**src/rtl/uart_conf_rx.sv**
```systemverilog
// uart_conf_rx: UART receiver that fills a checksummed, atomically committed parameter bank
// Ports:
//   clk       system clock
//   rst_n     synchronous active-low reset
//   uart_data asynchronous serial input, idle high
//   par_out   committed parameters, slice k = par_out[k*PAR_W +: PAR_W]
//   upd       one-cycle pulse when a packet with a good checksum commits
//   err_frame one-cycle pulse when a stop bit is sampled low
//   err_sum   one-cycle pulse on checksum mismatch
//   busy      high while a packet is partially received
module uart_conf_rx #(
  parameter int CLK_DIV = 16,
  parameter int N_PAR = 5,
  parameter int BYTES_PER_PAR = 1,
  parameter int PAR_W = 8,
  parameter int MSB_FIRST = 1,
  parameter int TIMEOUT_BITS = 20,
  parameter logic [N_PAR*PAR_W-1:0] PAR_RST = '0
) (
  input  logic                     clk,
  input  logic                     rst_n,
  input  logic                     uart_data,
  output logic [N_PAR*PAR_W-1:0]   par_out,
  output logic                     upd,
  output logic                     err_frame,
  output logic                     err_sum,
  output logic                     busy
);
  localparam int NB = N_PAR * BYTES_PER_PAR;
  localparam int SW = NB * 8;
  localparam int TW = $clog2(CLK_DIV);
  localparam int BCW = $clog2(NB + 1);
  localparam int TO = TIMEOUT_BITS * CLK_DIV;
  localparam int ICW = $clog2(TO + 1);
  typedef enum logic [2:0] {IDLE, START, DATA, STOP, WAIT_HIGH} state_t;
  state_t state, state_nx;
  logic s1, s2, s3;
  logic [TW-1:0] timer;
  logic [2:0] bit_cnt;
  logic [7:0] shreg, sum;
  logic [BCW-1:0] byte_cnt;
  logic [ICW-1:0] idle_cnt;
  logic [SW-1:0] shadow;
  logic [N_PAR*PAR_W-1:0] shadow_par;
  logic fall, tick, byte_done, frame_err, expire;

  assign fall = s3 & ~s2;
  assign tick = timer == '0;
  assign byte_done = state == STOP && tick && s2;
  assign frame_err = state == STOP && tick && !s2;
  assign expire = state == IDLE && byte_cnt != '0 && idle_cnt == ICW'(TO);
  assign busy = byte_cnt != '0 || !(state == IDLE || state == WAIT_HIGH);

  always_comb begin
    state_nx = state;
    case (state)
      IDLE:      if (fall) state_nx = START;
      START:     if (tick) state_nx = s2 ? IDLE : DATA;
      DATA:      if (tick && bit_cnt == 3'd7) state_nx = STOP;
      STOP:      if (tick) state_nx = s2 ? IDLE : WAIT_HIGH;
      WAIT_HIGH: if (s2) state_nx = IDLE;
      default:   state_nx = IDLE;
    endcase
  end

  // Bytes arrive big-endian and shift up, so the first parameter ends in the top slice.
  always_comb begin
    shadow_par = '0;
    for (int k = 0; k < N_PAR; k++) shadow_par[k*PAR_W +: PAR_W] = shadow[k*BYTES_PER_PAR*8 +: PAR_W];
  end

  always_ff @(posedge clk) begin
    if (!rst_n) begin
      {s1, s2, s3} <= 3'b111;
      state <= IDLE;
      timer <= '0;
      bit_cnt <= '0;
      shreg <= '0;
      sum <= '0;
      byte_cnt <= '0;
      idle_cnt <= '0;
      shadow <= '0;
      par_out <= PAR_RST;
      upd <= 1'b0;
      err_sum <= 1'b0;
      err_frame <= 1'b0;
    end else begin
      {s1, s2, s3} <= {uart_data, s1, s2};
      state <= state_nx;
      // Half a bit to reach mid start bit, then whole bits from there on.
      timer <= (state == IDLE) ? TW'(CLK_DIV / 2 - 1) : tick ? TW'(CLK_DIV - 1) : timer - TW'(1);
      bit_cnt <= (state == DATA) ? bit_cnt + 3'(tick) : 3'd0;
      if (state == DATA && tick) shreg <= (MSB_FIRST != 0) ? {shreg[6:0], s2} : {s2, shreg[7:1]};
      idle_cnt <= (state != IDLE || fall || expire || byte_cnt == '0) ? '0 : idle_cnt + ICW'(1);
      upd <= 1'b0;
      err_sum <= 1'b0;
      err_frame <= frame_err;
      if (frame_err || expire) begin
        byte_cnt <= '0;
        sum <= '0;
      end else if (byte_done) begin
        if (byte_cnt == BCW'(NB)) begin
          byte_cnt <= '0;
          sum <= '0;
          if (shreg == sum) begin
            par_out <= shadow_par;
            upd <= 1'b1;
          end else err_sum <= 1'b1;
        end else begin
          byte_cnt <= byte_cnt + BCW'(1);
          sum <= sum + shreg;
          shadow <= (shadow << 8) | SW'(shreg);
        end
      end
    end
  end
endmodule

```
**config.mk**
```make
export PLATFORM = sky130hd
export DESIGN_NAME = uart_conf_rx
export DESIGN_NICKNAME = d
export VERILOG_FILES = /design/src/rtl/uart_conf_rx.sv
export SDC_FILE = /design/constraint.sdc
export NUM_CORES = 1
export LEC_CHECK = 0
export CORE_AREA = 5 5 168 130
export DETAILED_ROUTE_END_ITERATION = 16
export DIE_AREA = 0 0 173 135
export GPL_TIMING_DRIVEN = 0
export PLACE_DENSITY = 0.38
export SYNTH_ARGS = -nofsm -noshare
export SYNTH_HDL_FRONTEND = slang
export SYNTH_SLANG_ARGS = --single-unit
```
**constraint.sdc**
```tcl
create_clock -name clk -period 3.2 [get_ports clk]
set_input_delay 0.32 -clock clk [delete_from_list [all_inputs] [get_ports clk]]
set_output_delay 0.32 -clock clk [all_outputs]
set_load 0.005 [all_outputs]
```
==> results of run 1 <==
==> per-stage QoR <==
stage	hold slack, ns	setup WS [ns]
after global routing	0.4440	0.4554
after CTS	0.4229	0.6243
after detailed placement	0.4006	0.6456
after floorplan	0.3863	1.132
final	0.4153	0.6388
after global placement	0.3996	0.6671
==> synth_stat cells (2+ instances only) <==
cell	count	area (um2)
a211oi_1	2	15.01
a21o_1	2	15.01
a21oi_1	55	275.3
a22oi_1	5	37.54
a31oi_1	2	12.51
and2_1	2	12.51
and3_1	3	18.77
buf_1	4	15.01
buf_2	2	10.01
buf_6	4	45.04
clkbuf_1	18	67.56
dfxtp_1	124	2482
ha_1	12	150.1
inv_1	10	37.54
mux2i_1	53	530.5
nand2_1	93	349.1
nand2b_1	4	25.02
nand3_1	7	35.03
nand4_1	4	25.02
nand4b_1	2	17.52
nor2_1	79	296.5
nor2b_1	3	18.77
nor3_1	5	25.02
nor3b_1	2	15.01
nor4_1	2	12.51
o21ai_0	4	20.02
o21bai_1	2	15.01
o31ai_1	3	22.52
or4_1	2	15.01
xnor2_1	9	78.83
xor2_1	5	43.79
==> state kept, by name (all words and copies together), names as in the netlist, 3 cells and up <==
signal	count
bit_cnt	3
byte_cnt	3
idle_cnt	9
par_out	40
shadow	40
shreg	8
state	3
sum	8
timer	4
==> area by class of cell <==
| type | count | area (um2) |
|---|---|---|
| buffer | 29 | 142.6 |
| inverter | 10 | 37.54 |
| clock buffer | 21 | 460.4 |
| sequential | 124 | 2482 |
| timing repair buffer | 46 | 460.4 |
| tap | 258 | 322.8 |
| multi-input combinational | 375 | 2233 |
| fill | 2085 | 13600 |
| clock inverter | 11 | 190.2 |
==> critical path: cells and delay by family, from the launching register on <==
kind | cells | cell delay (ns)
adders and majority gates | 1 | 0.22
and+or+nand+nor | 3 | 0.71
DFF | 1 | 0.33
AOI/OAI and AO/OA | 1 | 0.59
muxes | 1 | 0.22
buffers and inverters | 2 | 0.34
==> power by group through the flow <==
stage	sequential, mW	clock (mW)	combinational, mW
5_1_grt	1.55	2.26	0.0706
2_1_floorplan	1.59	0	0.0408
4_1_cts	1.55	2.18	0.0635
3_5_place_dp	1.59	0	0.0632
3_3_place_gp	1.59	0	0.0624
6_report	1.55	2.12	0.0622
==> metal layers <==
metal / part of all wire [%] / track usage (%)
met1: 53 / 15.49
met2: 42 / 15.27
met3: 3.9 / 3.918
met4: 0.85 / 3.323
met5: 0 / 0
==> worst paths after layout <==
path                                     startpoint                 endpoint  slack, ns  depth (start not counted)
worst min-delay path                  s1$_SDFF_PN1_            s2$_SDFF_PN1_       0.42                          1
worst min register to register        s1$_SDFF_PN1_            s2$_SDFF_PN1_       0.42                          1
worst max register to register  timer[0]$_SDFF_PN0_  par_out[4]$_SDFFE_PN0P_       0.64                          8
worst max-delay path            timer[0]$_SDFF_PN0_  par_out[4]$_SDFFE_PN0P_       0.64                          8
==> kinds of logic after synthesis <==
| logic type | Yosys count | synth area share, % |
|---|---|---|
| compound gates | 79 | 9.507 |
| fa+ha+maj | 13 | 3.476 |
| mux | 53 | 10.84 |
| xor+xnor | 14 | 2.505 |
| buf+inv | 39 | 3.680 |
| simple gates | 216 | 19.29 |
| flops | 124 | 50.70 |
==> metrics.txt, run 1 <==
clock root buffer=clkbuf_16; most common cell after layout, fill and taps aside=dfxtp_1; Routed Antenna Nets=0; DP Area=5679 um2; Placed Instances=842; Final setup viols=0; Comb pwr share=1.7%; slew margin rel.=59.72%; Ys Warns=0; Post-Syn Area=4896 um2; Yosys reg bits=124; Max FO, Critical Path=10; row cnt=45; Worst EP arrival=2.84 ns; later-pin clock latency in the skew report=0.41 ns; Clock transition at path regs=0.06 ns; EDFF count, synth=0; Post-Layout Inst Area=6330 um2; Tot Pwr=3.733 mW; worst clock skew=0.006502 ns; Total Routing Usage GR=10.87%; most frequent cells in the layout=124 x dfxtp_1, 93 x nand2_1, 79 x nor2_1, 55 x a21oi_1, 53 x mux2i_1; # diodes=0; CP max stage delay=0.59 ns; Max Cap Viol=0; LEAKAGE=2.257 nW; critical path capture point type=flip-flop; Hold-fix buffers, CTS=0; initial antenna violation count=0; Hold Fails Final Rpt=0; DIE HEIGHT=135 um; syn_nets=554; total grt overflow=0; maximum clock insertion buffer count=2; Cell Chain, Critical Path=inv_1 -> ha_1 -> nor3b_4 -> nand3_2 -> a2111oi_4 -> buf_6 -> mux2i_1 -> nor2_1; Clock power frac=56.7%; share of cells above drive strength 1=6.494%; H-tree levels=4; transition time of the tightest slew-check pin=0.6042 ns; I/O Buffers=46; Routability Congestion=0.7706; DRT iter0 DRCs=155; Starting Density=24.56%; DR vias=3784; DP HPWL=8711 um; Setup TNS=0 ns; Slew Viols, Final=0; Tmin final=2.561 ns; # resized after CTS=0; I/O pins=47; first-pass GRT wire length=20080 um; synth unique cells=45; outcome=finished clean; Internal=2.990 mW; # clock sinks=124; WS Path Type=flip-flop to flip-flop; Finished Layout Cells=874; pin count of the biggest net entering global routing=17; Hold Path Class=flip-flop to flip-flop; RSZ-0062 raised after global routing=no; top_reg_cell synth=dfxtp_1; Peak VDD IR=255.3 uV; Post-CTS Setup Bufs=0; DRT Wirelength=12180 um; final net count=619; Mean Syn Cell Area=9.100 um2; Crit-path slowest cell=a2111oi_4; utilization after layout=31.76%; async set or reset register ratio after synthesis=0%; Die W=173 um; # DRC=0; Gate Count Post-Synth=538; critical path launch point type=flip-flop; maximum clock frequency=0.3904 GHz; Area Growth Syn to Fin=29.29%; Pre-antenna DRT Iters=4; fin crit share=80.04%; Psw=742.3 uW; CTS buffer count=17; P per Cell Area=589.7 nW/um2; core area=19930 um2; Switching Share=19.89%; post-synthesis sequential area ratio=50.70%; Die Area=23360 um2; DR vias/cell=4.330; Crit path required time=3.48 ns; Avg WL per Cell=13.93 um; vias in the first global route=3732; sequential power share=41.6%; CTS tree=done
No activity file was read; power rests on OpenSTA's default activity.
==> inputs of run 2 (changes only) <==
--- a/config.mk
+++ b/config.mk
@@ -9,7 +9,7 @@
 export DETAILED_ROUTE_END_ITERATION = 16
 export DIE_AREA = 0 0 173 135
 export GPL_TIMING_DRIVEN = 0
-export PLACE_DENSITY = 0.38
+export PLACE_DENSITY = 0.39
 export SYNTH_ARGS = -nofsm -noshare
 export SYNTH_HDL_FRONTEND = slang
 export SYNTH_SLANG_ARGS = --single-unit
==> constraint.sdc (replaced) <==
create_clock -name clk -period 2.2 [get_ports clk]
set_input_delay 0.22 -clock clk [delete_from_list [all_inputs] [get_ports clk]]
set_output_delay 0.22 -clock clk [all_outputs]
set_load 0.005 [all_outputs]
==> run 2 against run 1 <==
Die area unchanged. Flip-flop and latch count unchanged. Sequential power increased by 46%. Global-route usage increased by 0.051 points. Sequential share of layout area decreased by 1.8 points. Power increased by 41%. First-iteration DRC count decreased by 1.3%. Setup slack got worse by 0.59 ns. Cell count increased by 1.5%. Final area increased by 5.3%. Clock-buffer cell count increased by 4. Combinational power increased by 69%.
==> metrics.txt, run 2 (same netlist as run 1, synthesis figures left out) <==
outcome=finished clean; Hold-fix buffers, CTS=0 (unchanged); most frequent cells in the layout=114 x dfxtp_1, 93 x nand2_1, 78 x nor2_1, 54 x a21oi_1, 53 x mux2i_1; Clock transition at path regs=0.06 ns (about the same); DR vias/cell=4.352 (+0.51%); Post-Layout Inst Area=6666 um2 (+5.3%); I/O Buffers=46 (unchanged); maximum clock insertion buffer count=2 (unchanged); DP Area=5679 um2 (unchanged); Hold Fails Final Rpt=0 (unchanged); Clock power frac=55.1% (-1.6 points); DRT Wirelength=12580 um (+3.3%); WS Path Type=flip-flop to flip-flop; Hold Path Class=primary input to flip-flop; maximum clock frequency=0.4643 GHz (+19%); Placed Instances=842 (unchanged); Routability Congestion=0.7916 (+2.7%); # diodes=0 (unchanged); total grt overflow=0 (unchanged); later-pin clock latency in the skew report=0.41 ns (about the same); transition time of the tightest slew-check pin=0.5504 ns (-0.05379 ns); Area Growth Syn to Fin=36.16%; final net count=633 (+2.3%); Worst EP arrival=2.43 ns (-0.41 ns); Finished Layout Cells=887 (+1.5%); most common cell after layout, fill and taps aside=dfxtp_1; fin crit share=97.90% (+18 points); critical path capture point type=flip-flop; CTS buffer count=17 (unchanged); Total Routing Usage GR=10.92% (+0.051 points); first-pass GRT wire length=20180 um (+0.51%); share of cells above drive strength 1=13.04% (+6.5 points); LEAKAGE=2.370 nW (+5.0%); clock root buffer=clkbuf_16; # clock sinks=124 (unchanged); DRT iter0 DRCs=153 (-1.3%); Avg WL per Cell=14.18 um (+1.8%); Comb pwr share=2.0% (+0.3 points); core area=19930 um2 (unchanged); utilization after layout=33.45% (+1.7 points); worst clock skew=0.009358 ns (+0.002856 ns); RSZ-0062 raised after global routing=yes; CTS tree=done; Max Cap Viol=0 (unchanged); Setup TNS=0 ns (unchanged); Die Area=23360 um2 (unchanged); initial antenna violation count=0 (unchanged); Switching Share=19.91% (+0.023 points); # DRC=0 (unchanged); Tmin final=2.154 ns (-0.4073 ns); pin count of the biggest net entering global routing=17 (unchanged); Final setup viols=0 (unchanged); DIE HEIGHT=135 um (unchanged); Starting Density=24.56% (unchanged); DP HPWL=8800 um (+1.0%); Max FO, Critical Path=10 (unchanged); Peak VDD IR=284.1 uV (+11%); Crit path required time=2.47 ns (-1.01 ns); P per Cell Area=789.3 nW/um2 (+34%); critical path launch point type=flip-flop; vias in the first global route=3842 (+2.9%); Psw=1.048 mW (+41%); Tot Pwr=5.262 mW (+41%); Internal=4.214 mW (+41%); I/O pins=47 (unchanged); Slew Viols, Final=0 (unchanged); Die W=173 um (unchanged); row cnt=45 (unchanged); sequential power share=43.0% (+1.4 points); Routed Antenna Nets=0 (unchanged); DR vias=3860 (+2.0%); largest registers=par_out (40), shadow (40), idle_cnt (9); slew margin rel.=63.31% (+3.6 points); H-tree levels=4 (unchanged); Pre-antenna DRT Iters=4 (unchanged)
run 2: cell count changes in the layout (fill, tap and decap cells not counted), sizes merged:
| cell | change |
|---|---|
| buf | +9 |
| clkbuf | +8 |
| clkinv | -3 |
| bufinv | -2 |
| bufbuf | +1 |
run 2: path summary, 6_finish.rpt:
check / from / to / slack (ns) / depth (start not counted)
worst min register to register: s1$_SDFF_PN1_ / s2$_SDFF_PN1_ / 0.41 / 1
worst max register to register: timer[0]$_SDFF_PN0_ / par_out[26]$_SDFFE_PN0P_ / 0.05 / 11
worst min-delay path: uart_data / s1$_SDFF_PN1_ / 0.40 / 2
worst max-delay path: timer[0]$_SDFF_PN0_ / par_out[26]$_SDFFE_PN0P_ / 0.05 / 11
run 2: power by group through the flow:
stage	sequential (mW)	clock, mW	combinational (mW)
global placement	2.31	0	0.0903
global route	2.26	3.08	0.118
detailed placement	2.31	0	0.0925
floorplan	2.31	0	0.0593
CTS	2.26	2.98	0.0998
finish	2.26	2.90	0.105
run 2: metrics by stage:
stage	worst slack [ns]	hold slack (ns)
final	0.04611	0.3963
after global routing	-0.09869	0.4228
after CTS	-0.009450	0.3773
after detailed placement	-0.3389	0.4059
after global placement	-0.3144	0.4023
after floorplan	0.1317	0.2930
run 2: per-layer routing:
metal  vias to the layer above  part of all wire [%]  track usage (%)
met4                         0                   1.4            4.386
met3                        12                   3.6            2.883
met5                         -                     0                0
met1                      1816                    53            15.35
met2                        57                    42            15.93
li1                       1975                     -                -
run 2: worst max-delay path: stages, from the launching register on:
cell,delay (ns)
dfxtp_2,0.33
inv_2,0.07
ha_4,0.12
nor3b_4,0.33
buf_6,0.16
nand3_4,0.08
a2111oi_4,0.23
buf_6,0.18
buf_12,0.12
buf_12,0.13
mux2i_1,0.19
nor2_1,0.06
run 2: layout make-up:
cell class                 instances  area (um2)
tap                              258       322.8
sequential                       124        2497
inverter                          10       37.54
buffer                            29       186.4
clock inverter                     6       107.6
fill                            2050       13270
multi-input combinational        375        2351
clock buffer                      25       505.5
timing repair buffer              60       658.1
run 2: timing repair:
| item | in CTS | in global routing |
|---|---|---|
| pin swaps | 3 | 4 |
| buffers inserted | 7 | 4 |
| setup endpoints to repair | 91 | 85 |
| gates resized for setup | 28 | 20 |
| gates cloned | 1 | 2 |
